--- src/rtl/mouse_axis_emu_if.sv ---
// mouse_axis_emu_if: HPS-side mouse/joystick inputs and core-side port 1 outputs.
interface mouse_axis_emu_if;
   logic [24:0] ps2_mouse;
   logic [15:0] joya;
   logic [7:0]  joy;
   logic        halt;
   logic [7:0]  ax;
   logic [7:0]  ay;
   logic [7:0]  j_out;
   logic        mouse_active;
   modport master (output ps2_mouse, joya, joy, halt, input ax, ay, j_out, mouse_active);
   modport slave  (input ps2_mouse, joya, joy, halt, output ax, ay, j_out, mouse_active);
endinterface

--- src/rtl/mouse_axis_emu.sv ---
// mouse_axis_emu: accumulates PS/2 mouse deltas into Atari analog axes for joystick port 1,
// falling back to joystick 0 pass-through on analog activity, halt or idle timeout.
module mouse_axis_emu #(
   parameter int DELTA_MAX   = 10,
   parameter int IDLE_CYCLES = 0
) (
   input  logic clk_sys,
   input  logic reset,
   mouse_axis_emu_if.slave bus
);
   typedef enum logic {PASS, MOUSE} mode_t;
   localparam int CW = IDLE_CYCLES > 1 ? $clog2(IDLE_CYCLES) : 1;
   localparam logic signed [8:0] LIM = 9'(DELTA_MAX);

   mode_t                mode;
   logic                 stb_q, v1, pkt, rel, tmo;
   logic signed [8:0]    dx, dy, dx1, dy1, nx, ny;
   logic signed [7:0]    mx, my;
   logic        [CW-1:0] idle;

   function automatic logic signed [8:0] lim(input logic signed [8:0] d);
      return d > LIM ? LIM : d < -LIM ? -LIM : d;
   endfunction

   function automatic logic signed [7:0] sat(input logic signed [8:0] n);
      return n > 9'sd127 ? 8'h7f : n < -9'sd128 ? 8'h80 : n[7:0];
   endfunction

   assign pkt = bus.ps2_mouse[24] ^ stb_q;
   assign rel = (|bus.joya) | bus.halt;
   // Magnitude is halved by dropping its LSB and sign-extending twice.
   assign dx  = {bus.ps2_mouse[4], bus.ps2_mouse[4], bus.ps2_mouse[15:9]};
   assign dy  = {bus.ps2_mouse[5], bus.ps2_mouse[5], bus.ps2_mouse[23:17]};
   assign nx  = {mx[7], mx} + dx1;
   assign ny  = {my[7], my} + dy1;
   assign tmo = IDLE_CYCLES > 0 && mode == MOUSE && !v1 && idle == CW'(IDLE_CYCLES - 1);

   always_ff @(posedge clk_sys) begin
      if (reset) begin
         mode  <= PASS;
         stb_q <= bus.ps2_mouse[24];
         v1    <= 1'b0;
         dx1   <= '0;
         dy1   <= '0;
         mx    <= '0;
         my    <= '0;
         idle  <= '0;
      end else begin
         stb_q <= bus.ps2_mouse[24];
         v1    <= pkt & ~rel;
         dx1   <= lim(dx);
         dy1   <= lim(dy);
         if (rel || tmo) begin
            mode <= PASS;
            mx   <= '0;
            my   <= '0;
            idle <= '0;
         end else if (v1) begin
            mode <= MOUSE;
            mx   <= sat(nx);
            my   <= sat(ny);
            idle <= '0;
         end else if (mode == MOUSE && IDLE_CYCLES > 0) begin
            idle <= idle + 1'b1;
         end
      end
   end

   assign bus.mouse_active = mode == MOUSE;
   assign bus.ax    = mode == MOUSE ? mx : bus.joya[7:0];
   assign bus.ay    = mode == MOUSE ? my : bus.joya[15:8];
   assign bus.j_out = mode == MOUSE ? {bus.joy[7], bus.ps2_mouse[1:0], bus.joy[4:0]} : bus.joy;
endmodule

--- src/flat_wrapper.sv ---
// flat-port wrapper written by rule: the top's interface ports become plain ports
module mouse_axis_emu_flat 
#(
   parameter int DELTA_MAX   = 10,
   parameter int IDLE_CYCLES = 0
)
  (clk_sys, reset, bus_ps2_mouse, bus_joya, bus_joy, bus_halt, bus_ax, bus_ay, bus_j_out, bus_mouse_active);
  mouse_axis_emu_if bus_i ();
  input  logic clk_sys;
  input  logic reset;
  input wire logic [$bits(bus_i.ps2_mouse)-1:0] bus_ps2_mouse;
  input wire logic [$bits(bus_i.joya)-1:0] bus_joya;
  input wire logic [$bits(bus_i.joy)-1:0] bus_joy;
  input wire logic [$bits(bus_i.halt)-1:0] bus_halt;
  output wire logic [$bits(bus_i.ax)-1:0] bus_ax;
  output wire logic [$bits(bus_i.ay)-1:0] bus_ay;
  output wire logic [$bits(bus_i.j_out)-1:0] bus_j_out;
  output wire logic [$bits(bus_i.mouse_active)-1:0] bus_mouse_active;
  assign bus_i.ps2_mouse = bus_ps2_mouse;
  assign bus_i.joya = bus_joya;
  assign bus_i.joy = bus_joy;
  assign bus_i.halt = bus_halt;
  assign bus_ax = bus_i.ax;
  assign bus_ay = bus_i.ay;
  assign bus_j_out = bus_i.j_out;
  assign bus_mouse_active = bus_i.mouse_active;
  mouse_axis_emu #(.DELTA_MAX(DELTA_MAX), .IDLE_CYCLES(IDLE_CYCLES)) u_core (.clk_sys(clk_sys), .reset(reset), .bus(bus_i));
endmodule
--- config.mk ---
export PLATFORM = sky130hd
export DESIGN_NAME = mouse_axis_emu_flat
export DESIGN_NICKNAME = d
export VERILOG_FILES = /design/src/rtl/mouse_axis_emu_if.sv /design/src/rtl/mouse_axis_emu.sv /design/src/flat_wrapper.sv
export SDC_FILE = /design/constraint.sdc
export NUM_CORES = 1
export LEC_CHECK = 0
export CAP_MARGIN = 20
export CORE_AREA = 5 5 70 88
export CTS_CLUSTER_DIAMETER = 80
export DETAILED_ROUTE_END_ITERATION = 12
export DIE_AREA = 0 0 75 93
export GPL_TIMING_DRIVEN = 0
export PLACE_DENSITY_LB_ADDON = 0.25
export REMOVE_ABC_BUFFERS = 1
export SYNTH_ARGS = -nofsm -noshare
export SYNTH_HDL_FRONTEND = slang
export SYNTH_SLANG_ARGS = --single-unit
--- constraint.sdc ---
create_clock -name clk_sys -period 2.5 [get_ports clk_sys]
set_input_delay 0.375 -clock clk_sys [delete_from_list [all_inputs] [get_ports clk_sys]]
set_output_delay 0.375 -clock clk_sys [all_outputs]
set_load 0.02 [all_outputs]
==> flow_summary.json, run 1 <==
{
  "cts_root_buf": "clkbuf_8",
  "vias_per_cell": 5.479,
  "max_freq_mhz": 422.5,
  "rsz0062_at_grt": "false",
  "fin_crit_ns": 2.367,
  "synthCells": 258,
  "initial_core_util_pct": 43.90,
  "clock_path_buffers": 2,
  "hold_start": "u_core.stb_q",
  "areaGrowthSynthToFinish_pct": 29.56,
  "drc_errors": 0,
  "clock_latency_ns": 0.28,
  "reg2reg_slack_ns": 0.13,
  "grt_overflow": 0,
  "fin_worst_skew_ns": 0.003107,
  "path_buf_inv": 0,
  "whs_ns": 0.5225,
  "crit_chain": "ha_1, fa_1, a21o_1, a21oi_1, o21ai_0, xnor2_1, maj3_1, a21oi_1",
  "core_area_um2": 5293,
  "place_ws_ns": -0.1160,
  "hpwl_mm": 4.585,
  "p_leak_nw": 1.195,
  "cts_tree": "done",
  "setup_viol": 0,
  "cts-buffers-inserted": 5,
  "grt_max_degree": 33,
  "multi_input_area_um2": 1519,
  "slew_viol_final": 0,
  "routedWlPerCell_um": 15.23,
  "grt_pass1_wl_mm": 9.439,
  "r2r_start": "u_core.my[0]",
  "hold_viol": 0,
  "yosys_most_used_dff": "dfxtp_1",
  "num-fill-cells": 478,
  "worstMarginPinSlew_ns": 0.9491,
  "die_w_um": 75,
  "routabilityCongestion": 0.9153,
  "firstDrtPassIters": 4,
  "period_share_pct": 94.66,
  "critical_path_class": "flop to flop",
  "synth_top_cell_area_share_pct": 30.16,
  "status": "finished, final reports clean",
  "startpoint_type": "flop",
  "route.final.wire_length_mm": 5.697,
  "layout_commonest_cell": "clkdlybuf4s50_1",
  "synth.distinct_cells": 44,
  "ant_nets": 0,
  "worstPathArrival_ns": 2.58,
  "path_max_fanout": 3,
  "cp_slowest_cell": "fa_1",
  "power_density_nw_per_um2": 416.5,
  "grt_usage_pct": 17.68,
  "crit_family": "adder cells",
  "maxCapViolations": 0,
  "slew_headroom_pct": 36.64,
  "synth_async_sr_flop_share_pct": 0,
  "drt-initial-drc-count": 60,
  "drive_above_1_share_pct": 12.26,
  "grt_pass1_vias": 2100,
  "worst_slack_ns": 0.1334,
  "design.die.area_um2": 6975,
  "synth_largest_area_cell": "dfxtp_1",
  "hp-class": "flop to flop",
  "die_h_um": 93,
  "hold_buffers": 0,
  "slowest_delay_ns": 0.40,
  "seq_area_um2": 701.9,
  "required_ns": 2.71,
  "syn-cell-area_um2": 2323,
  "ys_top_cells_by_area": "dfxtp_1 30%, ha_1 9.7%, mux2_2 9.2%",
  "worst_setup_path_end_kind": "flop",
  "placementRows": 30,
  "clock_sinks": 35,
  "peakVddDrop_uv": 240.1,
  "cp-startpoint": "u_core.my[0]",
  "path_clk_slew_ns": 0.07,
  "synth.ff_latch_count": 35,
  "synth.yosys.warnings": 0,
  "ioPinCount": 77,
  "cts.htree.levels": 2,
  "antenna_found_initial": 0,
  "antenna_cells": 0,
  "syn_area_per_cell_um2": 9.006,
  "ys_seq_area_share_pct": 30.16,
  "crit_top_cell": "a21oi_1",
  "layout_common_cells": "58 x clkdlybuf4s50_1, 34 x dfxtp_1, 29 x a21oi_1",
  "fin_nets": 382,
  "synth_edf_count": 0,
  "dr_total_vias": 2049,
  "portBuffers": 58
}
## cells in the mapped netlist, drive strengths merged, types with 5 or more instances
cell and number:
a21oi 29, dfxtp 35, nand2b 5, mux2 19, o21ai 18, maj3 12
nor4 5, ha 18, nand2 12, clkbuf 6, nor3 5, xor2 6
buf 8, inv 9, nor2 22, xnor2 6
## kinds of logic after synthesis
group,after synthesis,share of synthesized area (%)
AND/OR/NAND/NOR,63,13.95
adder cells (fa/ha/maj),32,16.59
multiplexers,21,10.07
flip-flops,35,30.16
AO/OA/AOI/OAI,72,19.92
buffers and inverters,23,4.792
XOR/XNOR,12,4.523
## layout make-up
class,count,area share (%)
clock buffer,6,2.743
clock inverter,1,0.1663
inverter,9,1.122
multi-input combinational,200,50.46
sequential,35,23.32
tap,64,2.660
timing repair buffer,59,19.53
## power breakdown
group | internal (W) | switching (W) | total, W
sequential | 0.000574 | 0.00000654 | 0.000581
combinational | 0.000147 | 0.000119 | 0.000265
clock | 0.000216 | 0.000192 | 0.000408
## path summary, 6_finish.rpt
kind / end / cells after the start
setup / recovery: u_core.my[6] / 8
hold / removal: u_core.v1 / 2
setup reg to reg: u_core.my[6] / 8
hold reg to reg: u_core.v1 / 2
## metrics by stage
stage          instance area, um2  util (%)  cells  setup TNS [ns]  total power [W]
3_5_place_dp                 2907     54.92    366          -1.208        0.0008571
4_1_cts                      2995     56.60    373               0         0.001269
2_1_floorplan                2246         -    244               0        0.0007312
5_1_grt                      3010     56.88    374               0         0.001324
3_3_place_gp                 2907     54.92    366          -1.337        0.0008530
6_report                     3010     56.88    374               0         0.001254
## flip-flops by register name, summed over array words and instances (netlist names)
register,flops
u_core.stb_q,1
u_core.v1,1
u_core.dx1,8
u_core.mx,8
u_core.bus.mouse_active,1
u_core.dy1,8
u_core.my,8
## layer usage
metal | track usage (%) | up-vias | part of all wire [%]
met4 | 8.605 | 0 | 2.3
met3 | 4.301 | 8 | 4.9
li1 | - | 1043 | -
met2 | 32.56 | 58 | 57
met1 | 17.78 | 940 | 36
met5 | 0 | - | 0
## tightest hold or removal path: cells and delay by family (launching register included)
family	cells	cell delay [ns]
flops	1	0.32
xor+xnor	1	0.11
simple gates	1	0.04
## what timing repair did
action	4_1_cts	5_1_grt
gates resized for setup	1	2
buffers inserted	0	1
pin swaps	1	1
hold endpoints to repair	0	0
endpoints found under the setup margin	19	14
No activity file was read; power rests on OpenSTA's default activity.
==> run 2: changes to the inputs <==
--- a/config.mk
+++ b/config.mk
@@ -6,13 +6,14 @@
 export NUM_CORES = 1
 export LEC_CHECK = 0
 export CAP_MARGIN = 20
-export CORE_AREA = 5 5 70 88
+export CORE_AREA = 2 2 67 85
 export CTS_CLUSTER_DIAMETER = 80
 export DETAILED_ROUTE_END_ITERATION = 12
-export DIE_AREA = 0 0 75 93
+export DIE_AREA = 0 0 69 87
 export GPL_TIMING_DRIVEN = 0
 export PLACE_DENSITY_LB_ADDON = 0.25
 export REMOVE_ABC_BUFFERS = 1
+export SKIP_LAST_GASP = 1
 export SYNTH_ARGS = -nofsm -noshare
 export SYNTH_HDL_FRONTEND = slang
 export SYNTH_SLANG_ARGS = --single-unit
==> flow_summary.json, run 2 (same netlist as run 1, synthesis figures left out) <==
{
  "ioPinCount": 77,
  "fin_nets": 381,
  "tns_ns": 0,
  "maxCapViolations": 0,
  "crit_top_cell": "a21oi_1",
  "clock_path_buffers": 2,
  "worst_slack_ns": 0.1267,
  "clock_latency_ns": 0.29,
  "route.final.wire_length_mm": 5.820,
  "fin_crit_ns": 2.373,
  "core_area_um2": 5255,
  "power_density_nw_per_um2": 434.7,
  "period_share_pct": 94.93,
  "slew_viol_final": 0,
  "slowest_delay_ns": 0.47,
  "routedWlPerCell_um": 15.56,
  "hold_buffers": 0,
  "grt_overflow": 0,
  "status": "finished, final reports clean",
  "vias_per_cell": 5.620,
  "hp-class": "flop to flop",
  "grt_pass1_vias": 2081,
  "clock_sinks": 35,
  "cts_tree": "done",
  "required_ns": 2.63,
  "grt_usage_pct": 19.57,
  "drive_above_1_share_pct": 11.94,
  "crit_chain": "ha_1, fa_1, a21oi_1, o31ai_4, a31oi_1, maj3_1, a21oi_1",
  "layout_commonest_cell": "clkdlybuf4s50_1",
  "antenna_cells": 0,
  "areaGrowthSynthToFinish_pct": 29.83,
  "hpwl_mm": 4.539,
  "crit_family": "compound AO/OA/AOI/OAI gates",
  "startpoint_type": "flop",
  "rsz0062_at_grt": "false",
  "grt_pass1_wl_mm": 9.328,
  "path_buf_inv": 0,
  "routabilityCongestion": 0.8188,
  "peakVddDrop_uv": 232.2,
  "dr_total_vias": 2102,
  "cp_slowest_cell": "a31oi_1",
  "die_w_um": 69,
  "grt_max_degree": 33,
  "ant_nets": 0,
  "drc_errors": 0,
  "worst_setup_path_end_kind": "flop",
  "path_clk_slew_ns": 0.08,
  "firstDrtPassIters": 4,
  "portBuffers": 58,
  "antenna_found_initial": 0,
  "worstPathArrival_ns": 2.50,
  "cts-buffers-inserted": 5,
  "design.die.area_um2": 6003,
  "fin_worst_skew_ns": 0.007497,
  "max_freq_mhz": 421.3,
  "drt-initial-drc-count": 89,
  "place_ws_ns": -0.2220,
  "die_h_um": 87,
  "finalPower_w": 0.001311,
  "whs_ns": 0.5164,
  "cts_root_buf": "clkbuf_8",
  "initial_core_util_pct": 44.21,
  "setup_viol": 0,
  "p_leak_nw": 1.195,
  "critical_path_class": "flop to flop",
  "path_max_fanout": 5,
  "worstMarginPinSlew_ns": 1.053,
  "slew_headroom_pct": 29.72,
  "cts.htree.levels": 2,
  "placementRows": 30,
  "hold_viol": 0,
  "layout_common_cells": "58 x clkdlybuf4s50_1, 34 x dfxtp_1, 29 x a21oi_1"
}
==> run 2: worst paths after layout <==
kind | startpoint | endpoint | slack (ns) | depth (start not counted)
worst max-delay path | u_core.mx[0] | u_core.mx[2] | 0.13 | 7
worst min-delay path | u_core.stb_q | u_core.v1 | 0.52 | 2
worst max register to register | u_core.mx[0] | u_core.mx[2] | 0.13 | 7
worst min register to register | u_core.stb_q | u_core.v1 | 0.52 | 2
==> run 2: tightest hold or removal path: stages, from the launching register on <==
cell	delay (ns)
dfxtp_1	0.33
xnor2_1	0.11
nor4_1	0.04
==> run 2: metal layers <==
layer,part of all wire [%],global-route usage (%),routed length [um]
met4,1.6,5.526,91
met2,57,40.47,3335
met3,4.0,5.324,232
met5,0,0,0
met1,37,18.54,2160
==> run 2: cell type report <==
cell class / count / area (um2)
timing repair buffer: 58 / 580.6
fill: 479 / 2238
tap: 64 / 80.08
sequential: 35 / 701.9
clock buffer: 8 / 100.1
multi-input combinational: 200 / 1520
inverter: 9 / 33.78
==> run 2: what timing repair did <==
action                                  CTS  global route
setup buffers                             0             0
resized for setup                         1             2
pin swaps                                 0             1
endpoints found under the setup margin   18            13
==> run 2: per-stage QoR <==
step / std cells / util (%) / instance area (um2)
after floorplan: 244 / - / 2246
final: 374 / 57.40 / 3017
after detailed placement: 366 / 55.31 / 2907
after global routing: 374 / 57.40 / 3017
after global placement: 366 / 55.31 / 2907
after CTS: 374 / 57.24 / 3008
==> run 2: report_power, final <==
part           switching (W)  internal, W
Sequential        0.00000623     0.000574
Clock               0.000213     0.000252
Combinational       0.000121     0.000145
Total               0.000341     0.000971
==> run 3: changes to the inputs <==
--- a/config.mk
+++ b/config.mk
@@ -6,10 +6,10 @@
 export NUM_CORES = 1
 export LEC_CHECK = 0
 export CAP_MARGIN = 20
-export CORE_AREA = 2 2 67 85
+export CORE_AREA = 2 2 75 77
 export CTS_CLUSTER_DIAMETER = 80
 export DETAILED_ROUTE_END_ITERATION = 12
-export DIE_AREA = 0 0 69 87
+export DIE_AREA = 0 0 77 79
 export GPL_TIMING_DRIVEN = 0
 export PLACE_DENSITY_LB_ADDON = 0.25
 export REMOVE_ABC_BUFFERS = 1
==> flow_summary.json, run 3 (same netlist as run 1, synthesis figures left out) <==
{
  "fin_crit_ns": 2.379,
  "grt_max_degree": 33,
  "fin_nets": 382,
  "grt_pass1_vias": 2010,
  "worst_setup_path_end_kind": "flop",
  "critical_path_class": "flop to flop",
  "vias_per_cell": 5.362,
  "design.die.area_um2": 6083,
  "worstMarginPinSlew_ns": 0.9688,
  "setup_viol": 0,
  "antenna_found_initial": 0,
  "rsz0062_at_grt": "false",
  "grt_overflow": 0,
  "peakVddDrop_uv": 215.4,
  "dr_total_vias": 2043,
  "cts-buffers-inserted": 5,
  "ant_nets": 0,
  "layout_common_cells": "58 x clkdlybuf4s50_1, 34 x dfxtp_1, 29 x a21oi_1",
  "drc_errors": 0,
  "portBuffers": 58,
  "clock_latency_ns": 0.28,
  "antenna_cells": 0,
  "placementRows": 27,
  "hpwl_mm": 4.227,
  "clock_path_buffers": 2,
  "clock_sinks": 35,
  "whs_ns": 0.5243,
  "hold_viol": 0,
  "firstDrtPassIters": 4,
  "path_clk_slew_ns": 0.06,
  "routedWlPerCell_um": 13.98,
  "worstPathArrival_ns": 2.50,
  "required_ns": 2.62,
  "ioPinCount": 77,
  "route.final.wire_length_mm": 5.328,
  "core_area_um2": 5338,
  "routabilityCongestion": 0.8610,
  "cts.htree.levels": 2,
  "slew_viol_final": 0,
  "drive_above_1_share_pct": 11.65,
  "slew_headroom_pct": 35.33,
  "maxCapViolations": 0,
  "areaGrowthSynthToFinish_pct": 29.40,
  "finalPower_w": 0.001215,
  "die_h_um": 79,
  "placed_cell_area_um2": 2917,
  "die_w_um": 77,
  "hold_buffers": 0,
  "max_freq_mhz": 420.4,
  "initial_core_util_pct": 43.53,
  "layout_commonest_cell": "clkdlybuf4s50_1",
  "period_share_pct": 95.15,
  "grt_usage_pct": 17.96,
  "startpoint_type": "flop",
  "cts_root_buf": "clkbuf_8",
  "cts_tree": "done",
  "status": "finished, final reports clean",
  "grt_pass1_wl_mm": 8.721,
  "path_max_fanout": 5,
  "fin_area_um2": 3007,
  "p_leak_nw": 1.185,
  "drt-initial-drc-count": 64,
  "power_density_nw_per_um2": 404.2,
  "fin_worst_skew_ns": 0.006286,
  "hp-class": "flop to flop"
}
-- run 3: cell types whose count changed in the layout (fill, tap and decap cells not counted), sizes merged --
cell	previous run	this run
clkbuf	8	6
buf	0	1
-- run 3: layer usage --
layer,GRT usage (%),vias up,routed length [um]
li1,-,1036,-
met1,19.04,949,2354
met2,33.51,52,2665
met3,4.773,6,223
met4,7.857,0,84
met5,0,-,0
-- run 3: final cells by class --
cell class / instances / area, um2
well taps: 72 / 90.09
inverters: 9 / 33.78
repair buffers: 59 / 588.1
flip-flops and latches: 35 / 701.9
clock buffers: 6 / 72.57
multi-input cells: 200 / 1520
fillers: 525 / 2331
-- run 3: where the power goes --
part / internal, W / total, W / switching [W]
clock: 0.000185 / 0.000370 / 0.000185
sequential: 0.000574 / 0.000581 / 0.00000728
combinational: 0.000147 / 0.000263 / 0.000117
-- run 3: worst paths after layout --
path / slack [ns] / depth (start not counted) / end / start
max: 0.12 / 7 / u_core.mx[5] / u_core.mx[0]
min: 0.52 / 2 / u_core.v1 / u_core.stb_q
max reg2reg: 0.12 / 7 / u_core.mx[5] / u_core.mx[0]
min reg2reg: 0.52 / 2 / u_core.v1 / u_core.stb_q
-- run 3: stage by stage --
step	setup WS (ns)	cells	utilization [%]	TNS [ns]
final	0.1211	381	56.33	0
after global routing	0.01931	381	56.33	0
after CTS	0.09223	380	56.02	0
after detailed placement	-0.2034	374	54.64	-2.663
after global placement	-0.1606	374	54.64	-1.965
after floorplan	0.4230	244	-	0
-- run 3: what timing repair did --
item                       4_1_cts  5_1_grt
gates resized for setup          1        2
pin swaps                        0        1
cloned                           0        0
setup buffers                    0        1
setup endpoints to repair       15       14
-- run 3: critical path, stage by stage (launching register included) --
cell and delay, ns:
dfxtp_1 0.33, ha_1 0.24, fa_1 0.41, a21oi_1 0.31
o31ai_4 0.12, a31oi_1 0.47, maj3_1 0.27, a21oi_1 0.07
